==> config.mk <==
export PLATFORM = sky130hd
export DESIGN_NAME = uart_rx_fifo
export DESIGN_NICKNAME = d
export VERILOG_FILES = /design/src/rtl/uart_rx_fifo.sv
export SDC_FILE = /design/constraint.sdc
export NUM_CORES = 1
export LEC_CHECK = 0
export CAP_MARGIN = 5
export CORE_ASPECT_RATIO = 0.9
export CORE_MARGIN = 10
export CORE_UTILIZATION = 55
export DETAILED_ROUTE_END_ITERATION = 16
export GPL_TIMING_DRIVEN = 0
export PLACE_DENSITY = 0.75
export SLEW_MARGIN = 30
export SYNTH_ARGS = -nofsm -noshare
export SYNTH_HDL_FRONTEND = slang
export SYNTH_SLANG_ARGS = --single-unit
==> constraint.sdc <==
create_clock -name clk -period 2.15 [get_ports clk]
set_input_delay 0.43 -clock clk [delete_from_list [all_inputs] [get_ports clk]]
set_output_delay 0.43 -clock clk [all_outputs]
set_load 0.02 [all_outputs]
==> src/rtl/uart_rx_fifo.sv <==
// uart_rx_fifo: 16x-oversampled UART receiver feeding a self-draining byte FIFO
module uart_rx_fifo #(
  parameter int CLK_FREQ   = 100_000_000,
  parameter int BAUD       = 9600,
  parameter int FIFO_DEPTH = 8
) (
  input  logic       clk,
  input  logic       reset,
  input  logic       rx,
  output logic       empty,
  output logic [7:0] pop_data,
  output logic       rx_done
);
  localparam int DIV = CLK_FREQ / (BAUD * 16);
  localparam int DW  = DIV > 1 ? $clog2(DIV) : 1;
  localparam int AW  = $clog2(FIFO_DEPTH);
  typedef enum logic [1:0] {IDLE, START, DATA, STOP} state_t;
  state_t          state;
  logic            rx_meta, rx_sync;
  logic [DW-1:0]   div_cnt;
  logic            tick;
  logic [3:0]      tick_cnt;
  logic [2:0]      bit_cnt;
  logic [7:0]      shreg;
  logic [7:0]      mem [FIFO_DEPTH];
  logic [AW-1:0]   wr_ptr, rd_ptr;
  logic [AW:0]     count, count_nxt;
  logic            push, pop;
  assign tick      = div_cnt == DW'(DIV - 1);
  assign push      = rx_done && (count != (AW+1)'(FIFO_DEPTH));
  assign pop       = |count;
  assign count_nxt = count + (AW+1)'(push) - (AW+1)'(pop);
  // two-flop synchronizer on the serial line, idling high
  always_ff @(posedge clk or negedge reset)
    if (!reset) begin
      rx_meta <= 1'b1;
      rx_sync <= 1'b1;
    end else begin
      rx_meta <= rx;
      rx_sync <= rx_meta;
    end
  // free-running divider producing the 16x oversample tick
  always_ff @(posedge clk or negedge reset)
    if (!reset) div_cnt <= '0;
    else        div_cnt <= tick ? '0 : div_cnt + 1'b1;
  // receive FSM: mid-bit sampling, LSB first, rx_done only on a good stop bit
  always_ff @(posedge clk or negedge reset)
    if (!reset) begin
      state    <= IDLE;
      tick_cnt <= '0;
      bit_cnt  <= '0;
      shreg    <= '0;
      rx_done  <= 1'b0;
    end else begin
      rx_done <= 1'b0;
      case (state)
        IDLE: if (!rx_sync) begin
          state    <= START;
          tick_cnt <= '0;
        end
        START: if (tick) begin
          if (tick_cnt == 4'd7) begin
            state    <= rx_sync ? IDLE : DATA;
            tick_cnt <= '0;
            bit_cnt  <= '0;
          end else tick_cnt <= tick_cnt + 4'd1;
        end
        DATA: if (tick) begin
          if (tick_cnt == 4'd15) begin
            shreg   <= {rx_sync, shreg[7:1]};
            bit_cnt <= bit_cnt + 3'd1;
            if (bit_cnt == 3'd7) state <= STOP;
          end
          tick_cnt <= tick_cnt + 4'd1;
        end
        STOP: if (tick) begin
          if (tick_cnt == 4'd15) begin
            rx_done <= rx_sync;
            state   <= IDLE;
          end
          tick_cnt <= tick_cnt + 4'd1;
        end
        default: state <= IDLE;
      endcase
    end
  // FIFO storage, written with the completed byte on rx_done when not full
  always_ff @(posedge clk)
    if (push) mem[wr_ptr] <= shreg;
  // FIFO pointers and occupancy; pops every cycle the FIFO holds data
  always_ff @(posedge clk or negedge reset)
    if (!reset) begin
      wr_ptr   <= '0;
      rd_ptr   <= '0;
      count    <= '0;
      empty    <= 1'b1;
      pop_data <= 8'h00;
    end else begin
      if (push) wr_ptr <= wr_ptr + 1'b1;
      if (pop) begin
        rd_ptr   <= rd_ptr + 1'b1;
        pop_data <= mem[rd_ptr];
      end
      count <= count_nxt;
      empty <= count_nxt == '0;
    end
endmodule

# Word level (Yosys, flattened, before mapping)

Memory sizes are Yosys's and may differ from the RTL's. A register that Yosys moved wholly into a read port is not among the register bits.
Index checks and enable logic that the tools add are counted.

Register bits after elaboration: 41
Latch bits: 0
RAM bits: 64
ROM bits: 0
Bits of input ports: 3
Memories kept: 1

Add/subtract/negate cells: 7
$mul: 0
Divide/modulo/power cells: 0
$lt $le $gt $ge: 0
Equality and inequality tests: 17
Shift-type cells: 0
Multiplexer cells: 26
Bitwise gates (word level): 0
Reductions and logical operators: 11

Memories:

| memory | words | width | read ports | clocked after Yosys merged registers in | write ports | RTL line | text |
|---|---|---|---|---|---|---|---|
| mem    | 8     | 8     | 1          | 1                                       | 1           | 25       | `logic [7:0] mem [FIFO_DEPTH];` |

Operators with widths:

| operator                | count |
|---|---|
| $mux W2                 | 9 |
| $mux W4                 | 4 |
| $ne A2 B2 Y1 const B    | 8 |
| $mux W3                 | 4 |
| $pmux W4 S3             | 1 |
| $add A10 B1 Y10 const B | 1 |
| $eq A10 B10 Y1 const B  | 1 |
| $mux W10                | 1 |
| $add A3 B1 Y3 const B   | 3 |
| $pmux W2 S4             | 1 |
| $reduce_and A8 Y1       | 1 |
| $pmux W3 S2             | 1 |
| $reduce_and A3 Y1       | 2 |
| $mux W1                 | 5 |
| $reduce_and A5 Y1       | 1 |
| $add A4 B1 Y4           | 1 |
| $add A4 B1 Y4 const B   | 1 |
| $eq A2 B2 Y1 const B    | 2 |
| $eq A4 B3 Y1 const B    | 1 |
| $eq A4 B4 Y1 const B    | 1 |
| $logic_not A4 Y1        | 1 |
| $ne A4 B4 Y1 const B    | 1 |
| $reduce_or A4 Y1        | 1 |
| $sub A4 B1 Y4           | 1 |
| other kinds (8)         | 8 |

# Logic depth before layout (Yosys ltp)

Gate-level depths: netlist of the first run.

Depth after elaboration: 5
Depth in mapped cells: 12
Mapped depth without buffers: 11

# Worst setup path after synthesis of the first run

No wires, ideal clock.

Path type: flip-flop to flip-flop
From: register count[2]
To: register empty
Arrival: 2294 ps
Required time: 2053 ps
Path slack: -241 ps
Stages on the path, launching flop included: 12
Buffers on the path: 0
Clock period less this slack: 2391 ps
Cell sequence: dfrtp_1 inv_1 ha_1 a21boi_0 inv_1 ha_1 inv_1 ha_1 inv_1 fa_1 inv_1 nor4_1

Cells in the longest elaborated chain, start to end: 5

RTL lines:

| item                   | RTL line | text |
|---|---|---|
| from (decl)            | 27       | `logic [AW:0] count, count_nxt;` |
| from (signal assigned) | 103      | `count <= count_nxt;` |
| $ne A4 B4 Y1           | 30       | `assign push = rx_done && (count != (AW+1)'(FIFO_DEPTH));` |
| $logic_and A1 B1 Y1    | 30       |  |
| $add A4 B1 Y4          | 32       | `assign count_nxt = count + (AW+1)'(push) - (AW+1)'(pop);` |
| $sub A4 B1 Y4 *        | 32       |  |
| net count_nxt[1]       | 27       |  |
| $logic_not A4 Y1 *     | 104      | `empty <= count_nxt == '0;` |
| to (signal assigned)   | 95       | `empty <= 1'b1;` |
| to (signal assigned)   | 104      |  |
| to (decl)              | 10       | `output logic empty,` |

Mark *: on every way through the listed nets, which the timed path passes. The rest lies on a longest branch.
A chain may end at the register's enable or synchronous reset.

# Worst setup path after layout of the first run

From: register count[2]
To: register empty

RTL lines:

| item             | RTL line | text |
|---|---|---|
| $reduce_or A4 Y1 | 31       | `assign pop = \|count;` |
| net pop          | 28       | `logic push, pop;` |
| $sub A4 B1 Y4    | 32       |  |
| net count_nxt[1] | 27       |  |
| $logic_not A4 Y1 | 104      |  |

The timed path passes the listed nets, and every way through them passes these cells.

==> flow_summary.yaml, run 1 <==
timing:
  rsz0062_at_grt: "yes"
  maxSlewViolCount: 0
  slew_headroom: 0.499
  finalHoldWorstSlack_ns: 0.321
  finalWorstSetupSlack_ns: -0.00952
  setup_viol: 1
  tightest_slew_ns: 0.749
  fin_crit_sh: 1.00
  clock_skew_ns: 0.00827
  fmax_ghz: 0.463
  setup_tns_ns: -0.00952
  hold_viol: 0
  post-route-min-period_ns: 2.16
yosys:
  async_reset_ff_frac: 0.434
  syn-num-nets: 320
  syn_inst: 303
  synth.avg_cell_area_sq_um: 15.6
  yosysWarningCount: 0
  synth-seq-cells: 113
  synth_edf_count: 64
  ys.flop_type: "edfxtp_1"
  synth.distinct_cells: 48
  synthesis.area_sq_um: 4720
  ys_seq_area_frac: 0.668
place:
  place.detailed.hpwl_microns: 5320
  place_congestion: 0.748
  port_buffers: 12
  post_dp_cell_area_sq_um: 5040
floorplanning:
  core_area_sq_um: 8220
  rows: 31
  die_w_microns: 118
  initial_core_util: 0.574
  ios: 13
  dieHeight_microns: 108
  die-area_sq_um: 12700
drt:
  routed_wl_microns: 8300
  dr.pass1.iters: 4
  ant_nets: 0
  wl_per_cell_microns: 17.7
  via_per_inst: 5.48
  initialDrtViolationCount: 156
  vias: 2571
  drc: 0
clocking:
  cts_root_buffer: "clkbuf_8"
  clk_pin_slew_ns: 0.06
  cts_tree: "yes"
  cts.path.max_buffers: 2
  cts_sinks: 113
  cts_buffers: 17
  clk_latency_ns: 0.51
  htreeDepth: 4
worst_setup_path:
  critPathLaunchType: "flop"
  rr_endpoint: "empty"
  crit_end: "empty"
  rrSetupSlack_ns: -0.01
  cp_max_fo: 3
  path_class: "reg2reg"
  crit_required_ns: 2.58
  crit_path_start: "count[2]"
  arrival_ns: 2.59
  end_kind: "flop"
  r2r_cells: 11
  reg2reg_from: "count[2]"
global_routing:
  grt_pass1_wl_microns: 13800
  grt_pass1_vias: 2626
  antenna_found_initial: 0
  overflow: 0
  grt_max_degree: 50
  grt_use_total: 0.140
final_layout:
  n_fill_cell: 555
  nNetsFinal: 358
  num_antenna_cells: 0
  layout_commonest_cell: "edfxtp_1"
  layout_common_cells: "64 x edfxtp_1, 44 x dfrtp_1, 27 x nand2_1"
  drive_gt1_frac: 0.268
  area_delta_synth_final_pct: 20.0
  postLayoutCellArea_sq_um: 5660
pwr:
  vdd_drop_max_v: 0.000477
  p_per_area_nw_per_um2: 837
  leakage_nw: 2.03
hold_path:
  min-delay-path-class: "in2reg"
  min-delay-start: "rx"
status:
  violations: "negative setup slack"
  outcome: "finished, violations left"
flow_run:
  maxCapViolCount: 0
cell families after synthesis:
kind of cell	after synthesis	share of synthesized area
adder cells (fa/ha/maj)	14	0.0387
flip-flops	113	0.668
XOR/XNOR	13	0.0241
buffers and inverters	26	0.0236
AND/OR/NAND/NOR	77	0.0904
multiplexers	35	0.119
AO/OA/AOI/OAI	25	0.0363
power by group:
| part | total [mW] | internal [mW] | leakage, nW | switching [mW] |
|---|---|---|---|---|
| Clock | 2.44 | 1.42 | 0.246 | 1.02 |
| Sequential | 2.28 | 2.28 | 1.09 | 0.00197 |
| Combinational | 0.0219 | 0.00411 | 0.689 | 0.0178 |
| Total | 4.74 | 3.70 | 2.03 | 1.04 |
worst max-delay path, stage by stage, from the launching register on:
cell and delay, ns:
dfrtp_1 0.37, inv_2 0.13, ha_4 0.14, and2_4 0.15, inv_4 0.04, ha_4 0.22, inv_2 0.06, ha_4 0.12
inv_2 0.03, fa_1 0.51, inv_2 0.05, nor4_2 0.25
stage by stage:
step	setup WS [ns]	power, mW	instances	utilization
after floorplan	0.00649	2.32	303	-
after global placement	-0.713	2.34	430	0.612
after detailed placement	-0.182	2.34	430	0.613
after CTS	0.00708	4.78	466	0.683
after global routing	-0.0957	4.88	469	0.689
final	-0.00952	4.74	469	0.689
registers in the layout (all words and copies together), names as in the netlist, 3 cells and up, named ones only:
register / cells
pop_data: 8
div_cnt: 10
tick_cnt: 4
mem: 64
rd_ptr: 3
shreg: 8
wr_ptr: 3
bit_cnt: 3
count: 4
per-layer routing:
metal  part of all wire  global-route usage
met3              0.047              0.0503
met1               0.45               0.173
met4              0.017              0.0591
met5                  0                   0
met2               0.49               0.220
what timing repair did:
item                       in CTS  in global routing
setup endpoints to repair       1                  7
resized for setup               5                  6
buffers inserted                4                  3
hold buffers                    1                  0
gates cloned                    0                  0
hold endpoints to repair       46                  0
pin swaps                       2                  4
cells in the mapped netlist, types with 2 or more instances:
cell,number,area share
and3_1,2,0.0026
mux2_2,6,0.014
a22o_1,3,0.0056
xor2_1,4,0.0074
and2_1,2,0.0026
dfrtp_1,46,0.24
nor2_1,17,0.014
xnor2_1,9,0.017
a21o_1,2,0.0032
nand2_1,27,0.021
o21ai_0,11,0.012
buf_2,2,0.0021
clkbuf_1,6,0.0048
buf_4,3,0.0048
dfstp_2,3,0.017
mux2i_1,9,0.019
mux4_2,16,0.076
a41oi_1,2,0.0037
nand3_1,7,0.0074
nor3_1,3,0.0032
nand4_1,3,0.0040
edfxtp_1,64,0.41
ha_1,13,0.034
mux2_1,4,0.0095
inv_1,14,0.011
nand2b_1,3,0.0040
layout make-up:
cell class / count / area, sq um / share of cell area
repair buffers: 20 / 180 / 0.0318
inverters: 14 / 55.1 / 0.00972
clock inverters: 15 / 113 / 0.0199
multi-input cells: 164 / 1550 / 0.273
well taps: 115 / 144 / 0.0254
clock buffers: 17 / 414 / 0.0731
plain buffers: 11 / 55.1 / 0.00972
flip-flops and latches: 113 / 3150 / 0.557
how the worst min path moves through the flow:
stage	endpoint	cells past startpoint	slack, ns
final	rx_meta	1	0.32
after CTS	rx_meta	1	0.30
after global routing	rx_meta	1	0.32
after floorplan	async pin	0	0.13
after detailed placement	rx_sync	0	0.35
after global placement	rx_sync	0	0.35
Power figures use the tool's default switching activity.
==> inputs of run 2 (changes only) <==
--- a/config.mk
+++ b/config.mk
@@ -8,10 +8,10 @@
 export CAP_MARGIN = 5
 export CORE_ASPECT_RATIO = 0.9
 export CORE_MARGIN = 10
-export CORE_UTILIZATION = 55
+export CORE_UTILIZATION = 60
 export DETAILED_ROUTE_END_ITERATION = 16
 export GPL_TIMING_DRIVEN = 0
-export PLACE_DENSITY = 0.75
+export PLACE_DENSITY = 0.78
 export SLEW_MARGIN = 30
 export SYNTH_ARGS = -nofsm -noshare
 export SYNTH_HDL_FRONTEND = slang
==> constraint.sdc (replaced) <==
create_clock -name clk -period 2.7 [get_ports clk]
set_input_delay 0.54 -clock clk [delete_from_list [all_inputs] [get_ports clk]]
set_output_delay 0.54 -clock clk [all_outputs]
set_load 0.02 [all_outputs]
==> flow_summary.yaml, run 2 (same netlist as run 1, synthesis figures left out) <==
clocking:
  cts_hold_buf: 0
  htreeDepth: 4
  cts_buffers: 17
  clk_latency_ns: 0.51
  cts_root_buffer: "clkbuf_8"
  clk_pin_slew_ns: 0.07
  cts.path.max_buffers: 2
  cts_tree: "yes"
  cts_sinks: 113
worst_setup_path:
  cp_max_fo: 5
  arrival_ns: 2.92
  rrSetupSlack_ns: 0.20
  r2r_cells: 11
  crit_top_cell: "inv_1"
  cpPeakStageDelay_ns: 0.47
  crit_end: "empty"
  path_class: "reg2reg"
  crit_path_start: "count[2]"
  end_kind: "flop"
  cp_slowest_cell: "fa_1"
  critPathLaunchType: "flop"
  crit_required_ns: 3.12
  cp_cell_sequence: "inv_1, ha_1, a21boi_1, inv_1, ha_1, inv_1, ha_1, inv_1, fa_1, inv_1, nor4_1"
  reg2reg_from: "count[2]"
  rr_endpoint: "empty"
timing:
  maxSlewViolCount: 0
  setup_viol: 0
  rsz0062_at_grt: "no"
  hold_viol: 0
  fin_crit_sh: 0.926
  finalWorstSetupSlack_ns: 0.200
  post-route-min-period_ns: 2.50
  slew_headroom: 0.475
  setup_tns_ns: 0
  clock_skew_ns: 0.0135
  fmax_ghz: 0.400
  tightest_slew_ns: 0.784
  finalHoldWorstSlack_ns: 0.0410
final_layout:
  postLayoutCellArea_sq_um: 5560
  layout_commonest_cell: "edfxtp_1"
  nNetsFinal: 350
  drive_gt1_frac: 0.211
  num_antenna_cells: 0
  reg_top3: "mem (64), div_cnt (10)"
  n_fill_cell: 464
  area_delta_synth_final_pct: 17.9
  largest_register: "mem"
  largest_register_ffs: 64
  layout_common_cells: "64 x edfxtp_1, 46 x dfrtp_1, 27 x nand2_1"
drt:
  maxUsedRoutingLayer: "met4"
  drc: 0
  ant_nets: 0
  wl_per_cell_microns: 19.5
  wl_met3_microns: 345
  via_per_inst: 5.80
  dr.pass1.iters: 4
  initialDrtViolationCount: 160
  routed_wl_microns: 8630
  vias: 2564
  met2_length_microns: 4480
  met1Wirelength_microns: 3710
pwr:
  pwr-share-comb: 0.004
  p_per_area_nw_per_um2: 730
  power_switching_uw: 831
  leakage_nw: 2.03
  p_int_mw: 3.23
  seqPwrFrac: 0.447
  pwr-share-clk: 0.549
  switching_share: 0.205
  vdd_drop_max_v: 0.000482
floorplanning:
  die_w_microns: 114
  ios: 13
  rows: 30
  dieHeight_microns: 104
  core_area_sq_um: 7620
  die-area_sq_um: 11800
  initial_core_util: 0.620
place:
  post_dp_cell_area_sq_um: 4970
  post-place-ws_ns: 0.0627
  place.detailed.hpwl_microns: 5320
  port_buffers: 12
  place_congestion: 0.803
global_routing:
  antenna_found_initial: 0
  grt_max_degree: 50
  grt_pass1_wl_microns: 14600
  grt_pass1_vias: 2748
  grt_use_total: 0.160
  overflow: 0
flow_run:
  maxCapViolCount: 0
hold_path:
  min-delay-path-class: "in2async"
status:
  outcome: "finished, final reports clean"
==> run 2: power by group through the flow <==
stage / Clock, mW / Combinational (mW) / Sequential [mW]
after floorplan: 0 / 0.000278 / 1.85
after global placement: 0 / 0.0176 / 1.85
after detailed placement: 0 / 0.0178 / 1.85
after CTS: 2.26 / 0.0178 / 1.82
after global routing: 2.36 / 0.0199 / 1.81
final: 2.23 / 0.0164 / 1.82
==> run 2: layout make-up <==
| cell class | instances | area [sq um] | share of cell area |
|---|---|---|---|
| multi-input combinational | 164 | 1470 | 0.264 |
| clock buffer | 17 | 414 | 0.0744 |
| clock inverter | 15 | 184 | 0.0331 |
| sequential | 113 | 3150 | 0.566 |
| timing repair buffer | 12 | 118 | 0.0211 |
| inverter | 14 | 52.6 | 0.00944 |
| tap | 96 | 120 | 0.0216 |
| buffer | 11 | 55.1 | 0.00989 |
==> run 2: how the worst min path moves through the flow <==
| stage | endpoint | start | slack (ns) | cells past startpoint |
|---|---|---|---|---|
| after global placement | rx_sync | rx_meta | 0.35 | 0 |
| after global routing | pop_data[4] | reset | 0.07 | 1 |
| after floorplan | async pin | reset | 0.24 | 0 |
| after CTS | pop_data[4] | reset | 0.05 | 1 |
| after detailed placement | rx_sync | rx_meta | 0.35 | 0 |
| final | pop_data[4] | reset | 0.04 | 1 |
==> run 2: timing repair <==
item,in CTS,in global routing
resized for setup,0,2
setup endpoints to repair,0,2
buffers inserted,0,0
==> run 2: critical path: cells and delay by family, from the launching register on <==
family,cells,cell delay (ns)
AND/OR/NAND/NOR,1,0.27
flip-flops,1,0.32
AO/OA/AOI/OAI,1,0.31
adder cells (fa/ha/maj),4,1.13
buffers and inverters,5,0.38
==> run 2: metrics by stage <==
stage                util  total power [mW]  instances
detailed placement  0.652              1.87        411
global route        0.730              4.19        442
CTS                 0.731              4.10        443
floorplan               -              1.85        303
finish              0.730              4.06        442
global placement    0.651              1.87        411
==> run 2: metal layers <==
metal	track usage	vias to the layer above
met5	0	-
met4	0.0661	0
met3	0.0554	9
met2	0.254	61
met1	0.195	1311
li1	-	1183
==> inputs of run 3 (changes only) <==
--- a/config.mk
+++ b/config.mk
@@ -11,8 +11,9 @@
 export CORE_UTILIZATION = 60
 export DETAILED_ROUTE_END_ITERATION = 16
 export GPL_TIMING_DRIVEN = 0
-export PLACE_DENSITY = 0.78
+export PLACE_DENSITY = 0.88
 export SLEW_MARGIN = 30
 export SYNTH_ARGS = -nofsm -noshare
 export SYNTH_HDL_FRONTEND = slang
 export SYNTH_SLANG_ARGS = --single-unit
+export TNS_END_PERCENT = 50
==> flow_summary.yaml, run 3 (same netlist as run 1, synthesis figures left out) <==
final_layout:
  n_fill_cell: 434
  multi_input_area_sq_um: 1470
  largest_register_ffs: 64
  seq_area_sq_um: 3150
  layout_common_cells: "64 x edfxtp_1, 46 x dfrtp_1, 27 x nand2_1"
  nNetsFinal: 350
  drive_gt1_frac: 0.205
  largest_register: "mem"
  num_antenna_cells: 0
  area_delta_synth_final_pct: 18.0
  layout_commonest_cell: "edfxtp_1"
  reg_top3: "mem (64), div_cnt (10)"
timing:
  fmax_ghz: 0.403
  hold_viol: 0
  maxSlewViolCount: 0
  finalWorstSetupSlack_ns: 0.217
  clock_skew_ns: 0.0115
  post-route-min-period_ns: 2.48
  setup_viol: 0
  fin_crit_sh: 0.920
  finalHoldWorstSlack_ns: 0.0537
  slew_headroom: 0.483
  rsz0062_at_grt: "no"
  tightest_slew_ns: 0.773
global_routing:
  grt_max_degree: 50
  grt_use_total: 0.165
  grt_pass1_wl_microns: 15100
  overflow: 0
  grt_pass1_vias: 2801
  antenna_found_initial: 0
worst_setup_path:
  crit_top_cell: "inv_1"
  rrSetupSlack_ns: 0.22
  crit_required_ns: 3.12
  path_class: "reg2reg"
  r2r_cells: 10
  critPathTopFamily: "adder cells"
  cpPeakStageDelay_ns: 0.48
  end_kind: "flop"
  reg2reg_from: "count[1]"
  rr_endpoint: "empty"
  cp_cell_sequence: "nor2_1, and2_2, inv_1, ha_1, inv_1, ha_1, inv_1, fa_1, inv_1, nor4_1"
  critPathBufInv: 4
  cp_max_fo: 10
  arrival_ns: 2.91
  cp_slowest_cell: "fa_1"
  cp.depth: 10
  critPathLaunchType: "flop"
hold_path:
  min-delay-path-class: "in2async"
clocking:
  cts_buffers: 17
  htreeDepth: 4
  cts.path.max_buffers: 2
  postCtsSetupBuffers: 0
  clk_pin_slew_ns: 0.06
  cts_root_buffer: "clkbuf_8"
  cts_sinks: 113
  cts_tree: "yes"
  clk_latency_ns: 0.51
drt:
  initialDrtViolationCount: 199
  wl_per_cell_microns: 20.5
  drc: 0
  dr.pass1.iters: 5
  via_per_inst: 5.95
  vias: 2631
  ant_nets: 0
  routed_wl_microns: 9070
floorplanning:
  dieHeight_microns: 104
  die-area_sq_um: 11800
  initial_core_util: 0.620
  rows: 30
  die_w_microns: 114
  core_area_sq_um: 7620
  ios: 13
flow_run:
  maxCapViolCount: 0
place:
  port_buffers: 12
  post-place-ws_ns: 0.00259
  place.detailed.hpwl_microns: 5370
  place_congestion: 0.781
pwr:
  leakage_nw: 2.03
  p_per_area_nw_per_um2: 725
  vdd_drop_max_v: 0.000470
status:
  outcome: "finished, final reports clean"
## run 3: cell count changes in the layout (fill, tap and decap cells not counted), sizes merged
cell,previous run,this run
clkinv,6,4
clkinvlp,3,2
clkbuf,22,27
inv,17,16
bufinv,3,2
## run 3: per-stage QoR
step	cells	total power, mW	utilization	TNS (ns)	area, sq um
after floorplan	303	1.85	-	0	4720
after global placement	411	1.87	0.651	-11.55	4960
after detailed placement	411	1.87	0.652	0	4970
after CTS	442	4.07	0.730	0	5560
after global routing	442	4.14	0.731	0	5570
final	442	4.04	0.731	0	5570
## run 3: area by class of cell
class / instances / area share
Sequential cell: 113 / 0.566
Multi-Input combinational cell: 164 / 0.264
Clock buffer: 22 / 0.0854
Clock inverter: 10 / 0.0222
Tap cell: 96 / 0.0216
Timing Repair Buffer: 12 / 0.0211
Buffer: 11 / 0.00989
Inverter: 14 / 0.00944
## run 3: power by group
| part | leakage (nW) | switching [mW] | internal [mW] |
|---|---|---|---|
| clock network | 0.286 | 0.777 | 1.43 |
| registers | 1.10 | 0.00149 | 1.81 |
| logic | 0.648 | 0.0141 | 0.00232 |
| total | 2.03 | 0.793 | 3.25 |
## run 3: worst max-delay path by stage
stage / startpoint / slack [ns] / to
finish: count[1] / 0.22 / empty
global route: count[1] / 0.01 / empty
CTS: count[1] / 0.11 / empty
detailed placement: count[2] / 0.003 / empty
global placement: reset / -0.26 / pop_data[3]
floorplan: count[2] / 0.31 / empty
## run 3: timing repair
item,in CTS,in global routing
pin swaps,0,0
gates resized for setup,1,2
endpoints found under the setup margin,1,1
endpoints found under the hold margin,0,0
hold buffers,0,0
## run 3: routing by layer
layer | GRT usage | vias to the layer above | wire (microns)
met3 | 0.0554 | 17 | 575
met1 | 0.201 | 1346 | 3700
met2 | 0.263 | 86 | 4650
li1 | - | 1182 | -
met5 | 0 | - | 0
met4 | 0.0607 | 0 | 142
==> patch: new RTL, settings of run 1 <==
The parameter `CLK_FREQ` goes from 100_000_000 to 200_000_000.
--- a/src/rtl/uart_rx_fifo.sv
+++ b/src/rtl/uart_rx_fifo.sv
@@ -1,6 +1,6 @@
 // uart_rx_fifo: 16x-oversampled UART receiver feeding a self-draining byte FIFO
 module uart_rx_fifo #(
-  parameter int CLK_FREQ   = 100_000_000,
+  parameter int CLK_FREQ   = 200_000_000,
   parameter int BAUD       = 9600,
   parameter int FIFO_DEPTH = 8
 ) (
Formal check against the unedited RTL: same outputs for any inputs over 10 cycles, from zero or initial values and one cycle with reset low; that may be too few to reach the edited logic, so the function may still have changed.
==> patch against run 1 <==
The run still ends with setup timing left. Via count up 3.7%. Non-clock buffer count up 3. Utilization down 0.46 points. Total power up 6.3%. Routed wire length up 6.5%. Die area up 0.31%. Clock skew up 2.0 ps. Design area up 2.5%. Sequential cell count up 1. Worst setup slack better by 6.4 ps. Area after synthesis up 0.37%. Critical endpoint unchanged. Highest routed layer unchanged.
==> patch: results (changes against run 1) <==
* Status: finished with violations
* Failing checks: setup timing
* Wire length on met2 at 4.62 mm (+14%)
* First-pass GRT wire length at 14.4 mm (+4.3%)
* Cells on worst reg2reg path at 10 (-1)
* P_clk at 2.72 mW (+11%)
* Met1 Resource Use GR at 16.6% (-0.66 points)
* Setup ws final at -3.13 ps (+6.39 ps)
* First drt pass iteration count at 5 (+1)
* Final core utilization at 68.4% (-0.46 points)
* Post-Synthesis Net Count at 331 (+3.4%)
* Worst-margin pin slew at 710 ps (-38.4 ps)
* Top cells by count, synth: edfxtp_1, dfrtp_1, nand2_1
* Gp weighted congestion at 0.761 (+1.8%)
* Cts repair resizes at 10 (+5)
* Layout fillers at 547 (-1.4%)
* Internal power at 3.99 mW (+8.0%)
* Routed len/inst at 18.1 µm (+2.3%)
* Netlist cell types at 43 (-10%)
* Post-synthesis mux area share at 11.4% (-0.49 points)
* Number of global-route vias before repair at 2816 (+7.2%)
* Layout cell share with drive strength beyond 1 at 29.0% (+2.2 points)
* Placed cell areas at 0.00508 mm² (+0.64%)
* Final setup viols at 1 (unchanged)
* Post-DP HPWL at 5.43 mm (+2.1%)
* M3 GR Usage at 4.74% (-0.29 points)
* Ranking of synthesized cells by area: edfxtp_1, dfrtp_1, mux4_2, ha_1, nand2_1
* Seq/Total Area, Yosys at 67.0% (+0.28 points)
* Compound-Gate Fraction of Synth Area at 4.25% (+0.62 points)
* Routing usage on met2 at 24.8% (+2.8 points)
* Peak VDD IR at 0.721 mV (+51%)
* Met3 Wirelength at 381 µm (-3.1%)
* Synth Area in XOR/XNOR at 2.40% (-0.0089 points)
* Sw Share at 20.7% (-1.2 points)
* DR vias/cell at 5.46 (-0.38%)
* Worst Path Arrival at 2570 ps (-20 ps)
* CP max-delay cell: fa_2
* R2R Path Start: count[3]
* Final clock skew at 10.3 ps (+2.01 ps)
* Fin nets at 373 (+4.2%)
* Ys async rst share at 43.9% (+0.50 points)
==> patch: layout make-up <==
cell class,count,share of cell area (%)
sequential,114,54.7
multi-input combinational,177,27.5
clock buffer,18,7.37
timing repair buffer,24,3.62
clock inverter,14,2.63
tap,119,2.56
inverter,12,0.862
buffer,10,0.776
==> patch: cells by family (layout without fill, tap and decap cells) <==
logic type                 count (synthesis)  after routing
and+or+nand+nor                           84             84
DFF                                      114            114
buffers and inverters                     23             78
AOI/OAI and AO/OA                         33             33
muxes                                     33             33
adders and majority gates                 14             14
xor gates and xnor gates                  13             13
==> patch: per-stage QoR <==
| stage | hold slack (ps) | TNS [ps] | worst slack (ps) | cells |
|---|---|---|---|---|
| after floorplan | 134 | 0 | 29.9 | 314 |
| after global placement | 345 | -37380 | -768 | 445 |
| after detailed placement | 349 | -133 | -133 | 445 |
| after CTS | 322 | -11.4 | -11.4 | 483 |
| after global routing | 340 | -86.2 | -77.0 | 488 |
| final | 340 | -3.13 | -3.13 | 488 |
